File: src/rtl/muldiv_pkg.sv
// Shared types and helpers for the iterative HI/LO multiply/divide unit.
package muldiv_pkg;

    localparam int MD_XLEN = 32;

    typedef enum logic [2:0] {
        OP_MULT  = 3'b000,
        OP_MULTU = 3'b001,
        OP_DIV   = 3'b010,
        OP_DIVU  = 3'b011,
        OP_MTHI  = 3'b100,
        OP_MTLO  = 3'b101,
        OP_MFHI  = 3'b110,
        OP_MFLO  = 3'b111
    } op_t;

    typedef enum logic [1:0] {
        IDLE,
        RUN,
        FIX
    } state_t;

    function automatic logic [MD_XLEN-1:0] neg_x(
        input logic [MD_XLEN-1:0] v
    );
        return (~v) + MD_XLEN'(1);
    endfunction

    function automatic logic [MD_XLEN-1:0] abs_x(
        input logic [MD_XLEN-1:0] v
    );
        return v[MD_XLEN-1] ? neg_x(v) : v;
    endfunction

    function automatic logic [2*MD_XLEN-1:0] neg_w(
        input logic [2*MD_XLEN-1:0] v
    );
        return (~v) + (2*MD_XLEN)'(1);
    endfunction

endpackage

File: src/rtl/muldiv_step.sv
// One radix-2 iteration: shift-add for multiply, restoring
// shift-subtract for divide, on the {acc, opd} register pair.
module muldiv_step
    import muldiv_pkg::*;
#(
    parameter int XLEN = MD_XLEN
) (
    input  logic            div_i,
    input  logic [XLEN-1:0] acc_i,
    input  logic [XLEN-1:0] opd_i,
    input  logic [XLEN-1:0] mcand_i,
    output logic [XLEN-1:0] acc_o,
    output logic [XLEN-1:0] opd_o
);

    logic [XLEN:0] sum;
    logic [XLEN:0] shf;
    logic [XLEN:0] dif;

    always_comb begin
        sum = {1'b0, acc_i} + {1'b0, mcand_i};
        shf = {acc_i, opd_i[XLEN-1]};
        dif = shf - {1'b0, mcand_i};
        acc_o = acc_i;
        opd_o = opd_i;
        if (div_i) begin
            // Top bit of dif is the borrow: set means restore.
            if (dif[XLEN]) begin
                acc_o = shf[XLEN-1:0];
                opd_o = {opd_i[XLEN-2:0], 1'b0};
            end else begin
                acc_o = dif[XLEN-1:0];
                opd_o = {opd_i[XLEN-2:0], 1'b1};
            end
        end else if (opd_i[0]) begin
            acc_o = sum[XLEN:1];
            opd_o = {sum[0], opd_i[XLEN-1:1]};
        end else begin
            acc_o = {1'b0, acc_i[XLEN-1:1]};
            opd_o = {acc_i[0], opd_i[XLEN-1:1]};
        end
    end

endmodule

File: src/rtl/muldiv_sequencer.sv
// HI/LO owner: sequences 32-step multiply/divide, handles MT*/MF*,
// and stalls requests that arrive while an operation is in flight.
module muldiv_sequencer
    import muldiv_pkg::*;
#(
    parameter int XLEN = MD_XLEN
) (
    input  logic            clk,
    input  logic            rst_n,
    input  logic            req,
    input  logic [2:0]      op,
    input  logic [XLEN-1:0] rs,
    input  logic [XLEN-1:0] rt,
    input  logic            flush,
    output logic            stall,
    output logic            busy,
    output logic            done,
    output logic [XLEN-1:0] rd_data,
    output logic [XLEN-1:0] hi,
    output logic [XLEN-1:0] lo
);

    localparam int CW = $clog2(XLEN);

    state_t          state_q, state_d;
    logic [CW-1:0]   cnt_q, cnt_d;
    logic [XLEN-1:0] acc_q, acc_d;
    logic [XLEN-1:0] opd_q, opd_d;
    logic [XLEN-1:0] mcand_q, mcand_d;
    logic [XLEN-1:0] rsv_q, rsv_d;
    logic [XLEN-1:0] hi_q, hi_d;
    logic [XLEN-1:0] lo_q, lo_d;
    logic            div_q, div_d;
    logic            sgnq_q, sgnq_d;
    logic            sgnr_q, sgnr_d;
    logic            dz_q, dz_d;
    logic            done_q, done_d;

    logic [XLEN-1:0]   acc_n;
    logic [XLEN-1:0]   opd_n;
    logic [2*XLEN-1:0] prod;
    logic              is_sgn;
    op_t               op_e;

    assign op_e   = op_t'(op);
    assign is_sgn = ~op[0];

    muldiv_step #(
        .XLEN(XLEN)
    ) u_step (
        .div_i  (div_q),
        .acc_i  (acc_q),
        .opd_i  (opd_q),
        .mcand_i(mcand_q),
        .acc_o  (acc_n),
        .opd_o  (opd_n)
    );

    always_comb begin
        state_d = state_q;
        cnt_d   = cnt_q;
        acc_d   = acc_q;
        opd_d   = opd_q;
        mcand_d = mcand_q;
        rsv_d   = rsv_q;
        hi_d    = hi_q;
        lo_d    = lo_q;
        div_d   = div_q;
        sgnq_d  = sgnq_q;
        sgnr_d  = sgnr_q;
        dz_d    = dz_q;
        done_d  = 1'b0;
        prod    = sgnq_q ? neg_w({acc_q, opd_q}) : {acc_q, opd_q};

        unique case (state_q)
            IDLE: begin
                if (req && !flush) begin
                    unique case (op_e)
                        OP_MULT, OP_MULTU, OP_DIV, OP_DIVU: begin
                            state_d = RUN;
                            cnt_d   = CW'(XLEN - 1);
                            div_d   = op[1];
                            acc_d   = '0;
                            opd_d   = is_sgn ? abs_x(rs) : rs;
                            mcand_d = is_sgn ? abs_x(rt) : rt;
                            sgnq_d  = is_sgn & (rs[XLEN-1] ^ rt[XLEN-1]);
                            sgnr_d  = is_sgn & rs[XLEN-1];
                            dz_d    = op[1] && (rt == '0);
                            rsv_d   = rs;
                        end
                        OP_MTHI: hi_d = rs;
                        OP_MTLO: lo_d = rs;
                        default: ;
                    endcase
                end
            end
            RUN: begin
                if (flush) begin
                    state_d = IDLE;
                end else begin
                    acc_d = acc_n;
                    opd_d = opd_n;
                    cnt_d = cnt_q - CW'(1);
                    if (cnt_q == '0) state_d = FIX;
                end
            end
            FIX: begin
                state_d = IDLE;
                if (!flush) begin
                    done_d = 1'b1;
                    if (!div_q) begin
                        {hi_d, lo_d} = prod;
                    end else if (dz_q) begin
                        hi_d = rsv_q;
                        lo_d = '1;
                    end else begin
                        lo_d = sgnq_q ? neg_x(opd_q) : opd_q;
                        hi_d = sgnr_q ? neg_x(acc_q) : acc_q;
                    end
                end
            end
            default: state_d = IDLE;
        endcase
    end

    always_ff @(posedge clk or negedge rst_n) begin
        if (!rst_n) begin
            state_q <= IDLE;
            cnt_q   <= '0;
            acc_q   <= '0;
            opd_q   <= '0;
            mcand_q <= '0;
            rsv_q   <= '0;
            hi_q    <= '0;
            lo_q    <= '0;
            div_q   <= 1'b0;
            sgnq_q  <= 1'b0;
            sgnr_q  <= 1'b0;
            dz_q    <= 1'b0;
            done_q  <= 1'b0;
        end else begin
            state_q <= state_d;
            cnt_q   <= cnt_d;
            acc_q   <= acc_d;
            opd_q   <= opd_d;
            mcand_q <= mcand_d;
            rsv_q   <= rsv_d;
            hi_q    <= hi_d;
            lo_q    <= lo_d;
            div_q   <= div_d;
            sgnq_q  <= sgnq_d;
            sgnr_q  <= sgnr_d;
            dz_q    <= dz_d;
            done_q  <= done_d;
        end
    end

    assign busy    = (state_q != IDLE);
    assign stall   = req && busy && !flush;
    assign done    = done_q;
    assign rd_data = (op_e == OP_MFHI) ? hi_q : lo_q;
    assign hi      = hi_q;
    assign lo      = lo_q;

endmodule

File: config.mk
export PLATFORM = sky130hd
export DESIGN_NAME = muldiv_sequencer
export DESIGN_NICKNAME = d
export VERILOG_FILES = /design/src/rtl/muldiv_pkg.sv /design/src/rtl/muldiv_step.sv /design/src/rtl/muldiv_sequencer.sv
export SDC_FILE = /design/constraint.sdc
export NUM_CORES = 1
export LEC_CHECK = 0
export ABC_AREA = 1
export CAP_MARGIN = 15
export CORE_MARGIN = 1
export CORE_UTILIZATION = 39
export DETAILED_ROUTE_END_ITERATION = 6
export GPL_ROUTABILITY_DRIVEN = 0
export PLACE_DENSITY = 0.69
export SYNTH_ARGS = -nofsm -noshare
export SYNTH_HDL_FRONTEND = slang
export SYNTH_SLANG_ARGS = --single-unit
File: constraint.sdc
create_clock -name clk -period 7.1 [get_ports clk]
set_clock_uncertainty 0.05 [all_clocks]
set_input_delay 1.42 -clock clk [delete_from_list [all_inputs] [get_ports clk]]
set_output_delay 1.42 -clock clk [all_outputs]
set_load 0.1 [all_outputs]
== Word-level counts from Yosys, hierarchy flattened ==
Cells that the tools add are included.
Word-level totals
  register bits after elaboration: 204
  output and inout port bits: 99
  word-level logic and storage cells: 108
Cells by class
  add/sub/neg operators: 8
  eq/ne operators: 15
  muxes and demuxes: 45
  bitwise gates (word level): 9
  reduce and logical (&&, ||, !) cells: 18
Operators by type and width (number)
  two-way mux 32 bit: 28
  case mux 32 bit (2 select lines): 4
  adder 32 x 1 -> 32 bit, second input constant: 4
  NOT 32 bit: 4
  adder 64 x 1 -> 64 bit, second input constant: 1
  two-way mux 64 bit: 1
  NOT 64 bit: 1
  adder 32 x 32 -> 33 bit: 1
  subtractor 33 x 32 -> 33 bit: 1
  logical NOT 32 bit: 1
  two-way mux 5 bit: 3
  AND reduction 4 bit: 3
  case mux 5 bit (2 select lines): 1
  == test 3 bit, second input constant: 3
  two-way mux 2 bit: 4
  == test 3 x 2 -> 1 bit, second input constant: 2
  inequality test 2 x 1 -> 1 bit, second input constant: 3
  inequality test 2 bit, second input constant: 3
  AND reduction 3 bit: 2
  nonzero test 2 bit: 3
  logical NOT 5 bit: 1
  subtractor 5 x 1 -> 5 bit, second input constant: 1
  logical AND 1 bit: 4
  case mux 2 bit (2 select lines): 1
  12 further kinds: 15

== Longest topological paths before layout ==
Gate-level depths: netlist of the first run.
  depth in word-level cells: 7
  gate-level depth with buffers: 20
  gate-level depth less buffers: 20

== Hierarchy ==
Synthesis of the first run repeated with hierarchy kept, for this count alone.
Unflattened totals
  cells, all modules: 3403
  area total of the unflattened synthesis: 19959.1 µm²
Modules (own cells, without submodules)
  muldiv_sequencer: times used 1, cells an instance 2122, area an instance 13924.6 µm²
  muldiv_step: times used 1, cells an instance 1281, area an instance 6034.5 µm²

== Least setup slack after synthesis of the first run ==
OpenSTA, ideal clock, no wires.
  kind: input to output
  from: in op[0]
  to: out rd_data[0]
  arrival: 4.128 ns
  required time: 5.630 ns
  slack: 1.502 ns
  stages: 4
  buffers on the path: 1
  path through: inv_1 > nand3_1 > clkbuf_1 > o21ai_0
On the way
  word-level cells in the longest chain between the ends: 2
Ends and longest elaborated chain
  start, declared: RTL line muldiv_sequencer.sv:11  | input logic [2:0] op,
  == test 3 bit: RTL line muldiv_sequencer.sv:161  | assign rd_data = (op_e == OP_MFHI) ? hi_q : lo_q;
  two-way mux 32 bit: RTL line muldiv_sequencer.sv:161
  end, declared: RTL line muldiv_sequencer.sv:18  | output logic [XLEN-1:0] rd_data,
Every way passes these cells.

== Final worst setup path of the first run ==
Ends and elaborated chain as after synthesis.

==> results of run 1 <==
## power by group through the flow
stage / registers [mW] / clock network (mW) / logic, mW
finish: 2.15 / 1.27 / 7.00
global route: 2.18 / 1.32 / 7.59
CTS: 2.11 / 1.28 / 6.86
detailed placement: 2.13 / 0 / 6.83
global placement: 2.13 / 0 / 6.78
floorplan: 2.78 / 0 / 4.36
## routing by layer
layer | vias to the layer above | global-route usage | part of all wire
met5 | - | 0 | 0
met4 | 0 | 0.1247 | 0.045
met3 | 194 | 0.08015 | 0.13
met2 | 1324 | 0.4282 | 0.40
met1 | 10290 | 0.4244 | 0.42
li1 | 10820 | - | -
## final cells by class
class	count	area share
Clock buffer	33	0.02877
Clock inverter	10	0.005336
Inverter	357	0.05897
Multi-Input combinational cell	2567	0.5628
Sequential cell	204	0.2247
Tap cell	672	0.03697
Timing Repair Buffer	193	0.08246
## synth_stat cells, drive strengths merged (18+ instances only)
library cell / number
or2: 18
clkbuf: 73
buf: 59
dfrtp: 204
nand4: 31
ha: 70
xor2: 33
inv: 352
a21oi: 274
o21ai: 273
mux2: 28
nand3: 303
nor2: 462
nor3: 34
a22oi: 19
nand2: 916
## worst min-delay path by stage
stage | cells after the start | slack (ns) | from | to
2_1_floorplan | 2 | 0.40 | rsv_q[4] | rsv_q[4]
3_3_place_gp | 2 | 0.42 | rsv_q[24] | rsv_q[24]
3_5_place_dp | 2 | 0.42 | rsv_q[17] | rsv_q[17]
4_1_cts | 2 | 0.44 | rsv_q[17] | rsv_q[17]
5_1_grt | 2 | 0.45 | rsv_q[8] | rsv_q[8]
6_report | 2 | 0.44 | rsv_q[2] | rsv_q[2]
## tightest hold or removal path, cell delays in order (launching register included)
cell and delay (ns):
dfrtp_1 0.35, nand2_1 0.05, o21ai_0 0.06
## registers in the layout (all words and copies together) (netlist names)
register	flops
rsv_q	32
div_q	1
acc_q	32
mcand_q	32
cnt_q	5
done	1
dz_q	1
sgnq_q	1
hi	32
lo	32
state_q	2
opd_q	32
sgnr_q	1
## cell families after synthesis
| logic type | count (synthesis) |
|---|---|
| AO/OA/AOI/OAI | 621 |
| XOR/XNOR | 49 |
| adder cells (fa/ha/maj) | 72 |
| buffers and inverters | 489 |
| flip-flops | 204 |
| multiplexers | 28 |
| AND/OR/NAND/NOR | 1797 |
## through the flow
stage | instances | util | instance area (um2)
after floorplan | 3260 | - | 19850
after global placement | 3993 | 0.4379 | 21970
after detailed placement | 3993 | 0.4379 | 21970
after CTS | 4036 | 0.4533 | 22740
after global routing | 4036 | 0.4533 | 22740
final | 4036 | 0.4533 | 22740
==> impl_metrics.csv, run 1 <==
group,metric,value,unit
routing,route.detailed.drc,9,
finish,layout_common_cells,"nand2_1 (879), nor2_1 (429), inv_1 (337)",
setup_path,cp.buffers_inverters,3,
setup_path,slowest_stage,"clkdlybuf4s50_1",
grt,grt_pass1_wl,118.9,mm
logic_synthesis,yosysUniqueCellTypes,62,
timing,slew_headroom,0.2107,
pwr,p_sw_frac,0.5966,
timing,fin_setup_tns,0,ns
setup_path,worstPathArrival,4.55,ns
logic_synthesis,synth-compound-area-share,0.1680,
finish,layout_commonest_cell,"nand2_1",
grt,grt_util_all_layers,0.3005,
routing,drt-wirelength-per-cell,19.50,um
routing,routed_wl,78.72,mm
logic_synthesis,postSynthCellCount,3260,
place,port-buffer-count,169,
cts,cts_buffer_depth,3,
job,drv_cap,0,
setup_path,cp_max_fo,36,
logic_synthesis,synth-seq-area-share,0.2572,
cts,clkTransAtPathRegs,0.06,ns
setup_path,r2r_cells,12,
setup_path,regToRegSetupSlack,3.37,ns
logic_synthesis,yosys_most_used_dff,"dfrtp_1",
pwr,comb_power_share,0.672,
setup_path,reg2reg_to,"lo[28]",
logic_synthesis,synth_xor_area_frac,0.02162,
timing,fin_crit_sh,0.8483,
pwr,power.share.clock,0.122,
cts,cts_setup_buffers,0,
logic_synthesis,synth_top_area_frac,0.2572,
floorplanning,num_rows,82,
run_status,status,"finished with violations",
pwr,power.total,10.42,mW
finish,nFillCells,5330,
routing,drt_iter0_markers,2699,
timing,final_max_slew_viol_count,0,
grt,grt_max_degree,105,
finish,multi_input_area,0.01280,mm2
logic_synthesis,synth.top_cells.by_area,"dfrtp_1 (26%), nand2_1 (17%), nor2_1 (8.2%)",
finish,syn_to_final_growth,14.59,%
logic_synthesis,synth_edf_count,0,
logic_synthesis,syn_area,0.01985,mm2
timing,final-setup-viol-count,0,
floorplanning,design.die.area,0.05180,mm2
place,dp_slack,1.053,ns
logic_synthesis,synthMuxAreaShare,0.01589,
setup_path,cp-startpoint,"op[0]",
floorplanning,start_util,0.3956,
cts,cts_tree,"done",
worst_hold_path,hold_path_class,"reg2reg",
cts,cts_root_buffer,"clkbuf_16",
finish,n_antenna_cell,0,
grt,grt_pass1_vias,20180,
timing,fmax,166.0,MHz
setup_path,startpoint_type,"input port",
cts,cts_buffers,24,
floorplanning,core_area,0.05017,mm2
logic_synthesis,yosys_warnings,0,
logic_synthesis,synth_top_area_cell,"dfrtp_1",
floorplanning,die_x,227.6,um
timing,finalHoldViolations,0,
place,hpwl,59.81,mm
cts,cts_resized,0,
logic_synthesis,syn_area_per_cell,6.089,um2
timing,fin_ws,1.077,ns
timing,period_needed,6.023,ns
setup_path,end_kind,"primary output",
floorplanning,die_h,227.6,um
logic_synthesis,synth-seq-cells,204,
cts,cts.sinks,204,
cts,htreeDepth,1,
timing,max_slew.worst_pin.slew,1.183,ns
floorplanning,io_pins,170,
grt,grt_overflow,0,
logic_synthesis,synth-adder-area-share,0.04614,
logic_synthesis,async_flop_share,1.000,
logic_synthesis,synth_nets,3403,
finish,nNetsFinal,3490,
setup_path,endpoint,"rd_data[0]",
setup_path,cp_cell_sequence,"clkdlybuf4s50_1 > inv_1 > nand3_2 > o21ai_0 > clkdlybuf4s50_1",
grt,antenna_found_initial,0,
pwr,pwr-share-seq,0.206,
setup_path,crit_cells,5,
logic_synthesis,synthSimpleGateAreaFrac,0.3919,
routing,firstDrtPassIters,7,
pwr,leakage,10.95,nW
setup_path,timing.rr.start,"opd_q[0]",
timing,rsz0062_at_grt,"no",
finish,drive_gt1_frac,0.06718,
cts,holdBufCountCts,0,
cts,clk_latency,0.56,ns
run_status,violations,"DRC",
timing,hold_ws,0.4406,ns
pwr,power_switching,6.219,mW
pwr,peakVddDrop,0.2609,mV
setup_path,critPathTopFamily,"buffers and inverters",
routing,num_vias,22630,
setup_path,crit_type,"in2out",
routing,via_per_inst,5.607,
setup_path,max_stage_delay,1.19,ns
setup_path,worstPathRequired,5.63,ns
pwr,power.density,458.3,mW/mm2
finish,regArea,0.005110,mm2
pwr,internal-power,4.205,mW
setup_path,cpMostUsedCell,"clkdlybuf4s50_1",
logic_synthesis,synth_top_family_by_area,"simple AND/OR/NAND/NOR gates",
routing,ant_nets,0,
No activity file was read; power rests on OpenSTA's default activity.
==> run 2: changes to the inputs <==
clock period = 5.85 ns   (was 7.1 ns; I/O delays follow)
==> run 2 against run 1 <==
Net effect:
- largest power group unchanged
- critical path depth did not move
- the flow still finishes with violations (DRC)
- clock power increased by 20%
- worst hold slack improved by 0.0051 ns
- power grew 21%
- via count grew 0.25%
- sequential power increased by 23%
- critical endpoint is now rd_data[27]
- non-clock buffer count unchanged
==> impl_metrics.csv, run 2 (synthesized netlist as in run 1, its figures left out) <==
group,metric,value,unit
routing,drt-wirelength-per-cell,19.43,um
finish,multi_input_area,0.01280,mm2
floorplanning,num_rows,82,
timing,finalHoldViolations,0,
floorplanning,core_area,0.05017,mm2
routing,via_per_inst,5.620,
timing,fin_crit_sh,0.8127,
place,port-buffer-count,169,
timing,hold_ws,0.4457,ns
setup_path,cp_cell_sequence,"clkdlybuf4s50_1 > inv_1 > nand3_2 > mux2_2 > buf_4",
cts,cts_setup_buffers,0,
cts,cts_root_buffer,"clkbuf_16",
floorplanning,start_util,0.3956,
setup_path,max_stage_delay,0.76,ns
grt,antenna_found_initial,0,
pwr,power.total,12.62,mW
finish,regArea,0.005110,mm2
setup_path,crit_type,"in2out",
floorplanning,die_h,227.6,um
routing,routed_wl,78.43,mm
setup_path,cp_max_fo,36,
finish,layout_common_cells,"nand2_1 (879), nor2_1 (429), inv_1 (337)",
timing,final-setup-viol-count,0,
floorplanning,io_pins,170,
setup_path,end_kind,"primary output",
finish,syn_to_final_growth,14.21,%
cts,cts_buffers,25,
routing,route.detailed.drc,17,
grt,grt_overflow,0,
timing,fin_setup_tns,0,ns
cts,cts_resized,0,
pwr,power.density,556.7,mW/mm2
grt,grt_pass1_wl,119.4,mm
timing,rsz0062_at_grt,"no",
worst_hold_path,hold_path_class,"reg2reg",
setup_path,slowest_stage,"nand3_2",
finish,nNetsFinal,3491,
setup_path,startpoint_type,"input port",
routing,num_vias,22690,
setup_path,worstPathArrival,3.53,ns
setup_path,worstPathRequired,4.63,ns
grt,grt_max_degree,110,
setup_path,critPathTopFamily,"buffers and inverters",
timing,slew_headroom,0.2502,
finish,n_antenna_cell,0,
cts,htreeDepth,1,
timing,period_needed,4.754,ns
routing,ant_nets,0,
run_status,violations,"DRC",
routing,firstDrtPassIters,7,
timing,final_max_slew_viol_count,0,
finish,finalInstanceArea,0.02267,mm2
cts,clkTransAtPathRegs,0.06,ns
job,drv_cap,0,
finish,layout_commonest_cell,"nand2_1",
run_status,status,"finished with violations",
setup_path,cp.buffers_inverters,3,
grt,grt_pass1_vias,20190,
place,hpwl,59.69,mm
pwr,leakage,10.99,nW
floorplanning,design.die.area,0.05180,mm2
cts,holdBufCountCts,0,
routing,drt_iter0_markers,2818,
timing,max_slew.worst_pin.slew,1.125,ns
cts,cts_buffer_depth,3,
grt,grt_util_all_layers,0.3006,
floorplanning,die_x,227.6,um
pwr,peakVddDrop,0.3730,mV
cts,clk_latency,0.57,ns
finish,drive_gt1_frac,0.07756,
cts,cts_tree,"done",
finish,nFillCells,5244,
cts,cts.sinks,204,
place,placed_cell_area,0.02190,mm2
timing,fmax,210.3,MHz
run 2: cell types whose count changed in the layout (fill, tap and decap cells not counted), moves of 2 or more:
cell / before / now
clkbuf_1: 7 / 5
clkinv_2: 5 / 7
clkdlybuf4s50_1: 168 / 136
buf_4: 24 / 55
run 2: final cells by class:
type | instances | share of cell area
multi-input cells | 2567 | 0.5647
flip-flops and latches | 204 | 0.2254
repair buffers | 193 | 0.07975
inverters | 357 | 0.05911
well taps | 672 | 0.03709
clock buffers | 32 | 0.02964
clock inverters | 12 | 0.004305
run 2: through the flow:
| stage | cells | setup slack, ns | utilization |
|---|---|---|---|
| final | 4037 | 1.096 | 0.4518 |
| after floorplan | 3260 | 0.7524 | - |
| after CTS | 4037 | 1.051 | 0.4518 |
| after global routing | 4037 | 0.8518 | 0.4518 |
| after detailed placement | 3993 | 1.063 | 0.4365 |
| after global placement | 3993 | 1.156 | 0.4365 |
run 2: path summary, 6_finish.rpt:
check / start / endpoint / slack, ns / depth (start not counted)
worst max-delay path: op[0] / rd_data[27] / 1.10 / 5
worst min-delay path: rsv_q[12] / rsv_q[12] / 0.45 / 2
worst max register to register: acc_q[0] / acc_q[16] / 2.53 / 16
worst min register to register: rsv_q[12] / rsv_q[12] / 0.45 / 2
max in group asynchronous: rst_n / div_q / 3.93 / 2
min in group asynchronous: rst_n / lo[7] / 0.68 / 1
run 2: worst reg2reg max path: stages, from the launching register on:
cell	delay, ns
dfrtp_1	0.69
inv_2	0.21
fa_1	0.51
inv_1	0.10
nand3_1	0.07
nand2_1	0.12
nand2_1	0.07
nand2_2	0.14
nand2_2	0.09
nand2_4	0.11
nand2_4	0.09
nand2_4	0.08
nand2_2	0.06
nand2_4	0.36
o21ai_0	0.22
o21ai_1	0.20
nand2_1	0.06
run 2: metal layers:
| metal | vias up | GRT usage | share of wire |
|---|---|---|---|
| met3 | 177 | 0.07899 | 0.13 |
| li1 | 10820 | - | - |
| met1 | 10430 | 0.4326 | 0.43 |
| met5 | - | 0.003795 | 0.00029 |
| met4 | 2 | 0.1037 | 0.037 |
| met2 | 1255 | 0.4285 | 0.41 |
run 2: report_power, final:
group,switching (mW),internal (mW),total [mW]
combinational,6.09,2.36,8.45
clock,0.668,0.855,1.52
sequential,0.810,1.84,2.65
